File: config.mk
export PLATFORM = sky130hd
export DESIGN_NAME = glitch_burst_gen
export DESIGN_NICKNAME = d
export VERILOG_FILES = /design/src/rtl/glitch_burst_gen.sv
export SDC_FILE = /design/constraint.sdc
export NUM_CORES = 1
export LEC_CHECK = 0
export CORE_ASPECT_RATIO = 1.1
export CORE_MARGIN = 2
export CORE_UTILIZATION = 40
export CTS_CLUSTER_DIAMETER = 150
export DETAILED_ROUTE_END_ITERATION = 8
export PLACE_DENSITY_LB_ADDON = 0.05
export SYNTH_ARGS = -nofsm -noshare
export SYNTH_HDL_FRONTEND = slang
export SYNTH_SLANG_ARGS = --single-unit
File: constraint.sdc
create_clock -name clk -period 6.4 [get_ports clk]
set_input_delay 0.64 -clock clk [delete_from_list [all_inputs] [get_ports clk]]
set_output_delay 0.64 -clock clk [all_outputs]
set_load 0.01 [all_outputs]
File: src/rtl/glitch_burst_gen.sv
// Trigger-driven glitch burst generator: after an armed trigger edge and a
// programmable delay, emits count pulses of programmable width and gap.
module glitch_burst_gen #(
    parameter int CNT_W = 32,
    parameter int NP_W  = 8
) (
    input  logic             clk,
    input  logic             rst,
    input  logic             trigger,
    input  logic             trig_edge,
    input  logic             arm,
    input  logic             abort,
    input  logic [CNT_W-1:0] delay_cfg,
    input  logic [CNT_W-1:0] width_cfg,
    input  logic [CNT_W-1:0] gap_cfg,
    input  logic [NP_W-1:0]  count_cfg,
    output logic             glitch,
    output logic             armed_indicator,
    output logic             delay_indicator,
    output logic             done_indicator,
    output logic [NP_W-1:0]  pulse_idx
);

    typedef enum logic [2:0] {
        S_IDLE,
        S_ARMED,
        S_DELAY,
        S_PULSE,
        S_GAP,
        S_DONE
    } state_t;

    state_t            state_q, state_d;
    logic [CNT_W-1:0]  cnt_q, cnt_d;
    logic [NP_W-1:0]   pulse_idx_q, pulse_idx_d;
    logic [CNT_W-1:0]  delay_q, delay_d;
    logic [CNT_W-1:0]  width_q, width_d;
    logic [CNT_W-1:0]  gap_q, gap_d;
    logic [NP_W-1:0]   count_q, count_d;
    logic              edge_q, edge_d;
    logic              sync1_q, sync2_q, hist_q;
    logic              glitch_q, glitch_d;
    logic              armed_q, armed_d;
    logic              delay_ind_q, delay_ind_d;
    logic              done_q, done_d;

    logic [CNT_W-1:0]  width_eff;
    logic [CNT_W-1:0]  gap_eff;
    logic [NP_W-1:0]   count_last;
    logic              edge_evt;

    // Zero-valued width/gap/count configurations behave as one.
    assign width_eff  = (width_q == '0) ? CNT_W'(1) : width_q;
    assign gap_eff    = (gap_q   == '0) ? CNT_W'(1) : gap_q;
    assign count_last = (count_q == '0) ? '0 : count_q - NP_W'(1);
    assign edge_evt   = (sync2_q != hist_q) && (sync2_q == edge_q);

    // NOTE: every variable driven here gets a default first, so no path can
    // leave it unassigned and infer a latch.
    always_comb begin
        state_d     = state_q;
        cnt_d       = cnt_q;
        pulse_idx_d = pulse_idx_q;
        delay_d     = delay_q;
        width_d     = width_q;
        gap_d       = gap_q;
        count_d     = count_q;
        edge_d      = edge_q;

        if (abort) begin
            state_d = S_IDLE;
        end else begin
            case (state_q)
                S_IDLE, S_DONE: begin
                    if (arm) begin
                        delay_d     = delay_cfg;
                        width_d     = width_cfg;
                        gap_d       = gap_cfg;
                        count_d     = count_cfg;
                        edge_d      = trig_edge;
                        pulse_idx_d = '0;
                        state_d     = S_ARMED;
                    end
                end
                S_ARMED: begin
                    if (edge_evt) begin
                        cnt_d   = CNT_W'(1);
                        state_d = (delay_q != '0) ? S_DELAY : S_PULSE;
                    end
                end
                // Counters run 1..cfg and reload on exit, so they never wrap.
                S_DELAY: begin
                    if (cnt_q == delay_q) begin
                        cnt_d   = CNT_W'(1);
                        state_d = S_PULSE;
                    end else begin
                        cnt_d = cnt_q + CNT_W'(1);
                    end
                end
                S_PULSE: begin
                    if (cnt_q == width_eff) begin
                        cnt_d   = CNT_W'(1);
                        state_d = (pulse_idx_q == count_last) ? S_DONE : S_GAP;
                    end else begin
                        cnt_d = cnt_q + CNT_W'(1);
                    end
                end
                S_GAP: begin
                    if (cnt_q == gap_eff) begin
                        cnt_d       = CNT_W'(1);
                        pulse_idx_d = pulse_idx_q + NP_W'(1);
                        state_d     = S_PULSE;
                    end else begin
                        cnt_d = cnt_q + CNT_W'(1);
                    end
                end
                default: state_d = S_IDLE;
            endcase
        end

        // Outputs are registered from the next state so they line up with it.
        glitch_d    = (state_d == S_PULSE);
        armed_d     = (state_d == S_ARMED);
        delay_ind_d = (state_d == S_DELAY);
        done_d      = (state_d == S_DONE);
    end

    // NOTE: sequential state uses non-blocking assignments so every flop
    // samples the pre-edge values regardless of statement order.
    always_ff @(posedge clk) begin
        if (rst) begin
            state_q     <= S_IDLE;
            cnt_q       <= '0;
            pulse_idx_q <= '0;
            delay_q     <= '0;
            width_q     <= '0;
            gap_q       <= '0;
            count_q     <= '0;
            edge_q      <= 1'b0;
            sync1_q     <= 1'b0;
            sync2_q     <= 1'b0;
            hist_q      <= 1'b0;
            glitch_q    <= 1'b0;
            armed_q     <= 1'b0;
            delay_ind_q <= 1'b0;
            done_q      <= 1'b0;
        end else begin
            state_q     <= state_d;
            cnt_q       <= cnt_d;
            pulse_idx_q <= pulse_idx_d;
            delay_q     <= delay_d;
            width_q     <= width_d;
            gap_q       <= gap_d;
            count_q     <= count_d;
            edge_q      <= edge_d;
            sync1_q     <= trigger;
            sync2_q     <= sync1_q;
            hist_q      <= sync2_q;
            glitch_q    <= glitch_d;
            armed_q     <= armed_d;
            delay_ind_q <= delay_ind_d;
            done_q      <= done_d;
        end
    end

    assign glitch          = glitch_q;
    assign armed_indicator = armed_q;
    assign delay_indicator = delay_ind_q;
    assign done_indicator  = done_q;
    assign pulse_idx       = pulse_idx_q;

endmodule

* Yosys cells after proc, flatten, opt, wreduce, memory -nomap -nowiden
Cells that the tools add are included.
Operators by class: add/sub/neg operators 3, multiply operators 0, div/mod/pow operators 0, magnitude comparators 0, equality and inequality tests 18, shift-type cells 0, mux-type cells 20, bitwise logic cells 1, reduce and logical (&&, ||, !) cells 12
Operators with widths (number):
- 2-to-1 mux 32 bit | 6
- one-hot mux 32 bit (4 select lines) | 1
- equality test 32 bit | 3
- logical NOT 32 bit | 2
- adder 32 x 1 -> 32 bit (second input constant) | 1
- nonzero test 32 bit | 1
- 2-to-1 mux 8 bit | 3
- 2-to-1 mux 3 bit | 6
- one-hot mux 8 bit (2 select lines) | 1
- one-hot mux 3 bit (5 select lines) | 1
- equality test 3 x 2 -> 1 bit (second input constant) | 4
- equality test 3 bit (second input constant) | 3
- adder 8 x 1 -> 8 bit (second input constant) | 1
- equality test 8 bit | 1
- logical NOT 8 bit | 1
- subtractor 8 x 1 -> 8 bit (second input constant) | 1
- equality test 3 x 1 -> 1 bit (second input constant) | 2
- inequality test 2 bit (second input constant) | 3
- AND reduction 3 bit | 2
- AND reduction 4 bit | 1
- nonzero test 4 bit | 1
- logical NOT 3 bit | 1
- 2-to-1 mux 1 bit | 2
- nonzero test 2 bit | 1
- other kinds (5) | 5
Word-level totals: register bits after elaboration 155, bits in latches 0, bits in writable memories 0, memory bits (read-only) 0, input port bits 110, output and inout bits 12, word-level logic and storage cells 69, memories 0

* Logic depth before layout (Yosys ltp)
Gate-level depths: netlist of run 1.
word-level depth 8, depth in mapped cells 11, gate-level depth less buffers 10

* Least setup slack after synthesis of run 1
No wires, ideal clock.
path type flip-flop to flip-flop, start point reg count_q[2], end point reg armed_q (netlist: armed_indicator), library setup time 116 ps, data arrival time 2270 ps, required time 6284 ps, slack 4013 ps, cell stages (with the launch flop) 9, path buffers 0, period minus slack after synthesis 2387 ps, cells stage by stage dfxtp_1 -> or4_4 -> nor4_2 -> nor2_1 -> xnor2_1 -> nand4_1 -> a311oi_1 -> or4_4 -> and4_1
Between the ends: longest elaborated chain between the ends 8, elaborated cells between the ends (all ways) 9, classes of those cells 1 x add/sub; 2 x eq/ne; 5 x mux; 1 x reduce/logical
RTL lines:
- start, declared | RTL line 39 | logic [NP_W-1:0] count_q, count_d;
- start signal, assigned | RTL line 154 | count_q <= count_d;
- subtractor 8 x 1 -> 8 bit / logical NOT 8 bit (equally long branches) | RTL line 55 | assign count_last = (count_q == '0) ? '0 : count_q - NP_W'(1);
- 2-to-1 mux 8 bit (*) | RTL line 55
- equality test 8 bit (*) | RTL line 103 | state_d = (pulse_idx_q == count_last) ? S_DONE : S_GAP;
- 2-to-1 mux 1 bit (*) | RTL line 103
- 2-to-1 mux 3 bit (*) | RTL line 101 | if (cnt_q == width_eff) begin
- one-hot mux 3 bit (5 select lines) (*) | RTL line 73 | case (state_q)
- 2-to-1 mux 3 bit (*) | RTL line 70 | if (abort) begin
- equality test 3 x 1 -> 1 bit (*) | RTL line 123 | armed_d = (state_d == S_ARMED);
- end signal, assigned | RTL line 160 | armed_q <= armed_d;
- end, declared | RTL line 43 | logic armed_q, armed_d;
Every way passes the cells marked *; elsewhere a longest branch is shown, timed or not. A chain may end at the register's enable or synchronous reset.

* Final worst setup path of run 1
start point reg cnt_q[30], end point reg cnt_q[25]
Between the ends: longest elaborated chain between the ends 3, elaborated cells between the ends (all ways) 7, classes of those cells 3 x eq/ne; 4 x mux
RTL lines:
- start, declared | RTL line 34 | logic [CNT_W-1:0] cnt_q, cnt_d;
- start signal, assigned | RTL line 149 | cnt_q <= cnt_d;
- equality test 32 bit, on equally long branches | RTL line 109, 101, 93
- 2-to-1 mux 32 bit, on equally long branches | RTL line 109, 101, 93
- one-hot mux 32 bit (4 select lines) (*) | RTL line 73
Marks and branches as above.

==> impl_metrics.env, run 1 <==
export IMPL_run_status="completed"
export IMPL_coreArea_sq_um=18400
export IMPL_setup_worst_path_start_class="flip-flop"
export IMPL_route_detailed_wl_per_inst_um=17.0
export IMPL_power_static_leakage_nw=3.26
export IMPL_dr_total_vias=6793
export IMPL_die_height_um=148
export IMPL_dpl_instance_area_sq_um=8780
export IMPL_setup_total_negative_slack_ps=0
export IMPL_antenna_diode_count=0
export IMPL_grt_first_pass_wirelength_um=35000
export IMPL_worst_r2r_path_depth=8
export IMPL_hp_class="reg -> reg"
export IMPL_clkLatencyLatePin_ps=430
export IMPL_num_io_pins=122
export IMPL_slew_limit_headroom=0.290
export IMPL_critPathMaxFanout=25
export IMPL_peakVddDrop_v=0.000186
export IMPL_drt_vias_per_instance=5.26
export IMPL_hold_path_depth=1
export IMPL_share_comb_of_total_power=0.109
export IMPL_critPathRequiredTime_ps=6670
export IMPL_worst_reg2reg_startpoint="cnt_q[30]"
export IMPL_yosysUniqueCellTypes=47
export IMPL_grt_usage=0.225
export IMPL_cellInternalPower_mw=1.78
export IMPL_firstDrtPassIters=4
export IMPL_post_cts_resized=0
export IMPL_route_final_wire_length_um=21900
export IMPL_path_clk_slew_ps=60
export IMPL_stdcell_area_sq_um=9390
export IMPL_setup_violations_final=0
export IMPL_design_power_total_mw=2.34
export IMPL_worst_setup_path_end_kind="flip-flop"
export IMPL_antenna_violating_nets_post_route=0
export IMPL_cts_inserted_buffers=17
export IMPL_net_count_final=1150
export IMPL_cts_tree="done"
export IMPL_timing_fmax_mhz=301
export IMPL_cts_sinks=155
export IMPL_pwr_share_seq=0.444
export IMPL_synth_area_per_cell_sq_um=7.76
export IMPL_ys_warnings_count=0
export IMPL_critPathArrivalTime_ps=3590
export IMPL_timing_reg2reg_setup_slack_ps=3070
export IMPL_die_area_sq_um=19900
export IMPL_post_route_drc_violation_count=0
export IMPL_synth_seq_area_share=0.412
export IMPL_globalRouteOverflowTotal=0
export IMPL_syn2layout_area_growth_pct=24.6
export IMPL_clock_skew_final_ps=7.17
export IMPL_clk_root_buffer_cell="clkbuf_16"
export IMPL_postLayoutCoreUtil=0.510
export IMPL_cts_post_setup_buffers_inserted=0
export IMPL_p_switching_mw=0.557
export IMPL_dr_first_iter_drc_count=416
export IMPL_critical_path_reg2reg_endpoint="cnt_q[25]"
export IMPL_row_count=52
export IMPL_worst_slew_pin_transition_ps=1060
export IMPL_min_period_over_period=0.520
export IMPL_hold_viol_final=0
export IMPL_worst_hold_path_endpoint="sync2_q"
export IMPL_synthesis_area_sq_um=7530
export IMPL_max_cap_violations=0
export IMPL_cts_hold_repair_buffers=0
export IMPL_unrepaired_setup_endpoints_after_global_routing="false"
export IMPL_placement_io_buffers=121
export IMPL_initial_utilization=0.409
export IMPL_final_fill_count=1827
export IMPL_synth_net_count=1084
export IMPL_timing_setup_critical_path_class="reg -> reg"
export IMPL_pin_count_of_the_biggest_net_entering_global_routing=75
export IMPL_first_global_vias=6470
export IMPL_gp_routability_congestion=0.869
export IMPL_maxSlewViolCount=0
export IMPL_launch_point_of_the_worst_hold_path="sync1_q"
export IMPL_cellPowerDensity_nw_per_um2=249
export IMPL_sw_share=0.239
export IMPL_dpl_hpwl_um=15400
export IMPL_ys_dominant_reg_cell="dfxtp_1"
export IMPL_synthCells=971
export IMPL_initial_antenna_violation_count=0
export IMPL_post_synth_edffs=0
export IMPL_ys_seq_elements=155
export IMPL_ctsLongestPathBuffers=2
export IMPL_clock_power_share=0.447
export IMPL_die_width_um=135
export IMPL_post_route_cells_drive_above_1_share=0.0429
export IMPL_period_needed_ps=3330
export IMPL_synth_async_reset_ratio=0
export IMPL_h_tree_depth=4
[kinds of logic (layout without fill, tap and decap cells)]
kind of cell,Yosys count,count (layout),synth area share
muxes,1,1,0.00133
buffers and inverters,90,168,0.0465
and+or+nand+nor,432,432,0.267
DFF,155,155,0.412
xor gates and xnor gates,130,130,0.151
AOI/OAI and AO/OA,159,159,0.116
adders and majority gates,4,4,0.00631
[through the flow]
step | instances | setup slack (ps) | hold WS, ps
after global routing | 1292 | 2860 | 478
after detailed placement | 1261 | 3050 | 442
after CTS | 1292 | 3100 | 459
after global placement | 1261 | 3110 | 444
after floorplan | 971 | 4010 | 414
final | 1292 | 3070 | 446
[critical path, stage by stage, from the launching register on]
cell	delay, ps
dfxtp_1	640
xnor2_1	180
nand4_1	120
nor4_1	360
nand4_1	250
o21ai_2	380
nand2_1	170
o21bai_2	850
o21ai_0	210
[registers in the layout (all words and copies together), names as in the netlist, 3 cells and up]
register   count
gap_q         32
count_q        8
state_q        3
width_q       32
cnt_q         32
pulse_idx      8
delay_q       32
[worst max-delay path by stage]
stage                           from               to  cells after the start
final                      cnt_q[30]        cnt_q[25]                      8
after global routing       cnt_q[19]        cnt_q[25]                      8
after CTS                  cnt_q[30]        cnt_q[25]                      8
after detailed placement       abort      delay_q[21]                      7
after global placement         abort      delay_q[24]                      7
after floorplan           count_q[2]  armed_indicator                      8
[routing by layer]
metal  vias up  wire [um]  GRT usage
met5         -          0          0
met4         0        507     0.0842
met3        37        875     0.0388
met2       158      10400      0.369
met1      3187      10100      0.296
li1       3411          -          -
[cell type report]
| class | count | area, sq um | area share |
|---|---|---|---|
| tap | 243 | 304 | 0.0324 |
| sequential | 155 | 3100 | 0.331 |
| clock buffer | 18 | 429 | 0.0457 |
| multi-input combinational | 726 | 4090 | 0.435 |
| inverter | 11 | 41.3 | 0.00440 |
| clock inverter | 13 | 176 | 0.0188 |
| timing repair buffer | 126 | 1250 | 0.133 |
[power groups by stage]
stage,logic (mW),registers [mW],clock network (mW)
global route,0.284,1.04,1.10
CTS,0.257,1.04,1.07
floorplan,0.154,1.04,0
finish,0.254,1.04,1.05
global placement,0.254,1.06,0
detailed placement,0.255,1.06,0
[cell usage in the layout, fill, tap and decap left out, drive strengths merged, types with 18 or more instances in the layout]
master,Yosys,routed
a21oi,120,120
xnor2,90,90
nand2,235,235
nor4,33,33
nor2,50,50
clkbuf,61,18
nand3,20,20
xor2,40,40
clkdlybuf4s50,0,120
nand4,41,41
dfxtp,155,155
[Yosys cell counts, types with 10 or more instances]
master / count / area [sq um]
nand2_1: 235 / 882
o21ai_0: 15 / 75.1
inv_1: 11 / 41.3
dfxtp_1: 155 / 3100
nor2_1: 50 / 188
nand3_1: 20 / 100
a21oi_1: 120 / 601
nor4_1: 31 / 194
nand4_1: 41 / 257
xor2_1: 40 / 350
buf_2: 10 / 50.1
clkbuf_1: 61 / 229
xnor2_1: 90 / 788
Power figures use the tool's default switching activity.
==> inputs of run 2 (changes only) <==
==> constraint.sdc (replaced) <==
create_clock -name clk -period 3.1 [get_ports clk]
set_input_delay 0.31 -clock clk [delete_from_list [all_inputs] [get_ports clk]]
set_output_delay 0.31 -clock clk [all_outputs]
set_load 0.01 [all_outputs]
==> impl_metrics.env, run 2 (synthesized netlist as in run 1, its figures left out) <==
export IMPL_run_status="completed"
export IMPL_clock_power_share=0.446
export IMPL_syn2layout_area_growth_pct=25.8
export IMPL_gp_routability_congestion=0.951
export IMPL_antenna_violating_nets_post_route=0
export IMPL_die_width_um=135
export IMPL_post_cts_resized=0
export IMPL_unrepaired_setup_endpoints_after_global_routing="false"
export IMPL_timing_final_ws_setup_ps=446
export IMPL_worst_setup_path_end_kind="flip-flop"
export IMPL_cts_tree="done"
export IMPL_route_final_wire_length_um=21800
export IMPL_mostFrequentLayoutCell="nand2_1"
export IMPL_initial_utilization=0.409
export IMPL_cts_post_setup_buffers_inserted=0
export IMPL_drt_vias_per_instance=5.25
export IMPL_die_height_um=148
export IMPL_coreArea_sq_um=18400
export IMPL_cp_cell_sequence="xnor2_1 -> nand4_1 -> nor4_1 -> nand2_1 -> o311ai_1 -> nand2_1 -> o21bai_2 -> buf_4 -> o21ai_0"
export IMPL_grt_first_pass_wirelength_um=34900
export IMPL_h_tree_depth=4
export IMPL_setup_worst_path_start_class="flip-flop"
export IMPL_clk_root_buffer_cell="clkbuf_16"
export IMPL_critPathMaxFanout=25
export IMPL_critical_path_max_stage_delay_ps=570
export IMPL_p_switching_mw=1.20
export IMPL_firstDrtPassIters=7
export IMPL_power_static_leakage_nw=3.32
export IMPL_cts_hold_repair_buffers=0
export IMPL_dr_first_iter_drc_count=465
export IMPL_grt_usage=0.224
export IMPL_slew_limit_headroom=0.524
export IMPL_placement_setup_worst_slack_ps=471
export IMPL_dr_total_vias=6843
export IMPL_min_period_over_period=0.856
export IMPL_critPathArrivalTime_ps=2970
export IMPL_post_route_cells_drive_above_1_share=0.0528
export IMPL_setup_violations_final=0
export IMPL_hp_class="in -> reg"
export IMPL_cellInternalPower_mw=3.61
export IMPL_design_power_total_mw=4.81
export IMPL_worst_path_max_delay_cell="dfxtp_1"
export IMPL_ctsLongestPathBuffers=2
export IMPL_pwr_share_seq=0.445
export IMPL_globalRouteOverflowTotal=0
export IMPL_critPathRequiredTime_ps=3410
export IMPL_timing_setup_critical_path_class="reg -> reg"
export IMPL_hold_viol_final=0
export IMPL_max_cap_violations=0
export IMPL_route_detailed_wl_per_inst_um=16.7
export IMPL_cts_sinks=155
export IMPL_period_needed_ps=2650
export IMPL_antenna_diode_count=0
export IMPL_cellPowerDensity_nw_per_um2=508
export IMPL_post_route_drc_violation_count=0
export IMPL_clock_skew_final_ps=24.7
export IMPL_dpl_hpwl_um=15900
export IMPL_maxSlewViolCount=0
export IMPL_net_count_final=1161
export IMPL_worst_slew_pin_transition_ps=714
export IMPL_first_global_vias=6524
export IMPL_initial_antenna_violation_count=0
export IMPL_sw_share=0.249
export IMPL_most_common_layout_cells="235 x nand2_1, 155 x dfxtp_1, 120 x a21oi_1, 120 x clkdlybuf4s50_1, 90 x xnor2_1"
export IMPL_path_common_cell="nand2_1"
export IMPL_cts_inserted_buffers=17
export IMPL_timing_fmax_mhz=377
export IMPL_share_comb_of_total_power=0.109
export IMPL_clkLatencyLatePin_ps=440
export IMPL_hold_slack_ps=395
export IMPL_num_io_pins=122
export IMPL_row_count=52
export IMPL_path_clk_slew_ps=70
export IMPL_setup_total_negative_slack_ps=0
export IMPL_pin_count_of_the_biggest_net_entering_global_routing=107
export IMPL_peakVddDrop_v=0.000379
export IMPL_placement_io_buffers=121
export IMPL_die_area_sq_um=19900
-- run 2: worst paths after layout --
check             startpoint         to  slack [ps]  cells after the start
hold / removal           rst    sync1_q         390                      2
hold reg to reg      sync1_q    sync2_q         450                      1
setup reg to reg   cnt_q[27]  cnt_q[25]         450                      9
setup / recovery   cnt_q[27]  cnt_q[25]         450                      9
-- run 2: layout make-up --
class / count / area (sq um)
tap: 243 / 304
clock inverter: 13 / 165
sequential: 155 / 3100
inverter: 11 / 41.3
fill: 1835 / 8940
timing repair buffer: 137 / 1340
clock buffer: 19 / 433
multi-input combinational: 726 / 4090
-- run 2: power by group through the flow --
stage / Sequential (mW) / Clock [mW] / Combinational (mW)
6_report: 2.14 / 2.14 / 0.525
3_5_place_dp: 2.19 / 0 / 0.527
2_1_floorplan: 2.15 / 0 / 0.317
4_1_cts: 2.14 / 2.19 / 0.528
3_3_place_gp: 2.19 / 0 / 0.525
5_1_grt: 2.15 / 2.28 / 0.584
-- run 2: worst max-delay path: cells and delay by family (launching register included) --
kind,cells,cell delay (ps)
AND/OR/NAND/NOR,4,810
AO/OA/AOI/OAI,3,680
flip-flops,1,570
buffers and inverters,1,290
XOR/XNOR,1,170
-- run 2: routing by layer --
layer | vias up | global-route usage | wire [um]
met1 | 3172 | 0.289 | 9610
li1 | 3434 | - | -
met3 | 36 | 0.0514 | 1320
met4 | 0 | 0.0805 | 525
met2 | 201 | 0.366 | 10300
met5 | - | 0 | 0
-- run 2: stage by stage --
stage / cell area (sq um) / util / std cells
2_1_floorplan: 7530 / - / 971
5_1_grt: 9480 / 0.515 / 1304
4_1_cts: 9480 / 0.515 / 1304
3_3_place_gp: 8880 / 0.482 / 1272
3_5_place_dp: 8880 / 0.482 / 1272
6_report: 9480 / 0.515 / 1304
==> inputs of run 3 (changes only) <==
--- a/config.mk
+++ b/config.mk
@@ -5,6 +5,7 @@
 export SDC_FILE = /design/constraint.sdc
 export NUM_CORES = 1
 export LEC_CHECK = 0
+export ABC_AREA = 1
 export CORE_ASPECT_RATIO = 1.1
 export CORE_MARGIN = 2
 export CORE_UTILIZATION = 40
==> impl_metrics.env, run 3 <==
export IMPL_run_status="completed"
export IMPL_coreArea_sq_um=21200
export IMPL_clk_root_buffer_cell="clkbuf_16"
export IMPL_post_route_cells_drive_above_1_share=0.0786
export IMPL_period_needed_ps=2660
export IMPL_worst_r2r_path_depth=9
export IMPL_synth_seq_area_share=0.360
export IMPL_gp_routability_congestion=0.969
export IMPL_placement_io_buffers=121
export IMPL_critical_path_reg2reg_endpoint="cnt_q[13]"
export IMPL_synth_xor_xnor_area_share=0.112
export IMPL_cts_post_setup_buffers_inserted=0
export IMPL_min_period_over_period=0.858
export IMPL_post_cts_resized=0
export IMPL_initial_antenna_violation_count=0
export IMPL_net_count_final=1449
export IMPL_clkLatencyLatePin_ps=420
export IMPL_timing_reg2reg_setup_slack_ps=440
export IMPL_area_contributors_post_synth="dfxtp_1 36%, nor2_1 11%, xor2_1 8.8%, nand2_1 7.8%, o21ai_0 6.6%"
export IMPL_dr_first_iter_drc_count=657
export IMPL_unrepaired_setup_endpoints_after_global_routing="false"
export IMPL_grt_usage=0.252
export IMPL_synthCells=1249
export IMPL_antenna_violating_nets_post_route=0
export IMPL_maxSlewViolCount=0
export IMPL_postLayoutCoreUtil=0.499
export IMPL_yosysUniqueCellTypes=41
export IMPL_first_global_vias=7999
export IMPL_multiInputGateArea_sq_um=4700
export IMPL_ys_dominant_reg_cell="dfxtp_1"
export IMPL_share_comb_of_total_power=0.155
export IMPL_hold_viol_final=0
export IMPL_pin_count_of_the_biggest_net_entering_global_routing=75
export IMPL_timing_final_ws_setup_ps=439
export IMPL_most_common_layout_cells="249 x nor2_1, 180 x nand2_1, 155 x dfxtp_1"
export IMPL_synth_net_count=1362
export IMPL_pwr_share_seq=0.440
export IMPL_setup_violations_final=0
export IMPL_setup_total_negative_slack_ps=0
export IMPL_route_detailed_wl_per_inst_um=17.0
export IMPL_clock_power_share=0.405
export IMPL_mostFrequentLayoutCell="nor2_1"
export IMPL_die_width_um=144
export IMPL_synth_area_per_cell_sq_um=6.89
export IMPL_synthesis_area_sq_um=8610
export IMPL_cp_cell_sequence="xor2_1 -> nor4_1 -> nand2_1 -> nor2_1 -> nand3_1 -> nand2_1 -> nand3_4 -> nand3_1 -> a21oi_1"
export IMPL_route_final_wire_length_um=27900
export IMPL_hp_class="in -> reg"
export IMPL_worst_path_max_delay_cell="dfxtp_1"
export IMPL_post_synth_and_or_nand_nor_area_fraction=0.312
export IMPL_post_route_drc_violation_count=0
export IMPL_critPathArrivalTime_ps=2940
export IMPL_die_height_um=158
export IMPL_yosysMostFrequentCell="nor2_1"
export IMPL_largest_family_of_logic_cells_by_synthesized_area="simple AND/OR/NAND/NOR gates"
export IMPL_worst_setup_path_end_kind="flip-flop"
export IMPL_synth_compound_area_frac=0.117
export IMPL_cts_hold_repair_buffers=0
export IMPL_launch_point_of_the_worst_hold_path="trigger"
export IMPL_syn2layout_area_growth_pct=23.0
export IMPL_max_cap_violations=0
export IMPL_die_area_sq_um=22700
export IMPL_clock_skew_final_ps=8.04
export IMPL_firstDrtPassIters=7
export IMPL_path_clk_slew_ps=60
export IMPL_sw_share=0.288
export IMPL_critPathRequiredTime_ps=3380
export IMPL_final_fill_count=2263
export IMPL_hold_path_depth=3
export IMPL_drt_vias_per_instance=5.09
export IMPL_globalRouteOverflowTotal=0
export IMPL_synth_async_reset_ratio=0
export IMPL_worst_slew_pin_transition_ps=659
export IMPL_power_static_leakage_nw=4.47
export IMPL_dr_total_vias=8340
export IMPL_row_count=56
export IMPL_peakVddDrop_v=0.000311
export IMPL_slew_limit_headroom=0.561
export IMPL_cts_tree="done"
export IMPL_post_synth_mux_area_share=0
export IMPL_timing_fmax_mhz=376
export IMPL_placement_setup_worst_slack_ps=464
export IMPL_p_switching_mw=1.47
export IMPL_setup_worst_path_start_class="flip-flop"
export IMPL_cellPowerDensity_nw_per_um2=482
export IMPL_post_synth_top_area_fraction=0.360
export IMPL_critPathMaxFanout=31
export IMPL_worst_reg2reg_startpoint="cnt_q[4]"
export IMPL_cts_inserted_buffers=17
export IMPL_cts_sinks=155
export IMPL_synthDominantAreaCellType="dfxtp_1"
export IMPL_antenna_diode_count=0
export IMPL_cellInternalPower_mw=3.63
export IMPL_dpl_hpwl_um=20800
export IMPL_critical_path_max_stage_delay_ps=570
export IMPL_initial_utilization=0.405
export IMPL_worst_hold_path_endpoint="sync1_q"
export IMPL_num_io_pins=122
export IMPL_post_synth_most_frequent_cells="250 x nor2_1, 180 x nand2_1, 155 x dfxtp_1, 113 x o21ai_0, 105 x inv_1"
export IMPL_ys_warnings_count=0
export IMPL_yosys_area_share_adder=0.00436
export IMPL_ys_seq_elements=155
export IMPL_grt_first_pass_wirelength_um=43700
export IMPL_h_tree_depth=4
export IMPL_post_synth_edffs=0
export IMPL_stdcell_area_sq_um=10600
export IMPL_regArea_sq_um=3100
export IMPL_dpl_instance_area_sq_um=10000
export IMPL_ctsLongestPathBuffers=2
export IMPL_timing_setup_critical_path_class="reg -> reg"
[run 3: how the worst max path moves through the flow]
stage                         start   endpoint  slack, ps  cells after the start
after CTS                 cnt_q[10]  cnt_q[13]        440                      8
after global placement    cnt_q[10]  cnt_q[17]        490                      8
after global routing      cnt_q[10]  cnt_q[17]        320                      8
after floorplan            cnt_q[0]  cnt_q[30]       1240                     13
after detailed placement  cnt_q[10]  cnt_q[13]        460                      8
final                      cnt_q[4]  cnt_q[13]        440                      9
[run 3: cells by family after synthesis]
| group | count (synthesis) |
|---|---|
| buffers and inverters | 190 |
| adder cells (fa/ha/maj) | 3 |
| flip-flops | 155 |
| XOR/XNOR | 110 |
| AND/OR/NAND/NOR | 593 |
| AO/OA/AOI/OAI | 198 |
[run 3: routing by layer]
metal / up-vias / GRT usage / part of all wire
li1: 4169 / - / -
met1: 3881 / 0.322 / 0.45
met2: 245 / 0.435 / 0.48
met3: 45 / 0.0363 / 0.041
met4: 0 / 0.0882 / 0.028
met5: - / 0 / 0
[run 3: layout make-up]
type                    count  area share
repair buffers            146       0.135
clock inverters            13      0.0124
multi-input cells         904       0.444
inverters                 112      0.0398
flip-flops and latches    155       0.293
clock buffers              19      0.0418
well taps                 290      0.0343
[run 3: worst max-delay path: cells and delay by family, from the launching register on]
family           cells  cell delay [ps]
AND/OR/NAND/NOR      7             1740
flip-flops           1              570
XOR/XNOR             1              120
AO/OA/AOI/OAI        1               80
[run 3: power by group through the flow]
stage,clock (mW),sequential [mW],combinational (mW)
2_1_floorplan,0,2.24,0.508
3_3_place_gp,0,2.29,0.786
3_5_place_dp,0,2.29,0.789
4_1_cts,2.10,2.25,0.795
5_1_grt,2.18,2.26,0.900
6_report,2.07,2.25,0.789
[run 3: through the flow]
stage | std cells | power (mW) | hold WS (ps)
2_1_floorplan | 1249 | 2.75 | 388
3_3_place_gp | 1607 | 3.08 | 411
3_5_place_dp | 1607 | 3.08 | 402
4_1_cts | 1639 | 5.14 | 403
5_1_grt | 1639 | 5.35 | 430
6_report | 1639 | 5.10 | 413
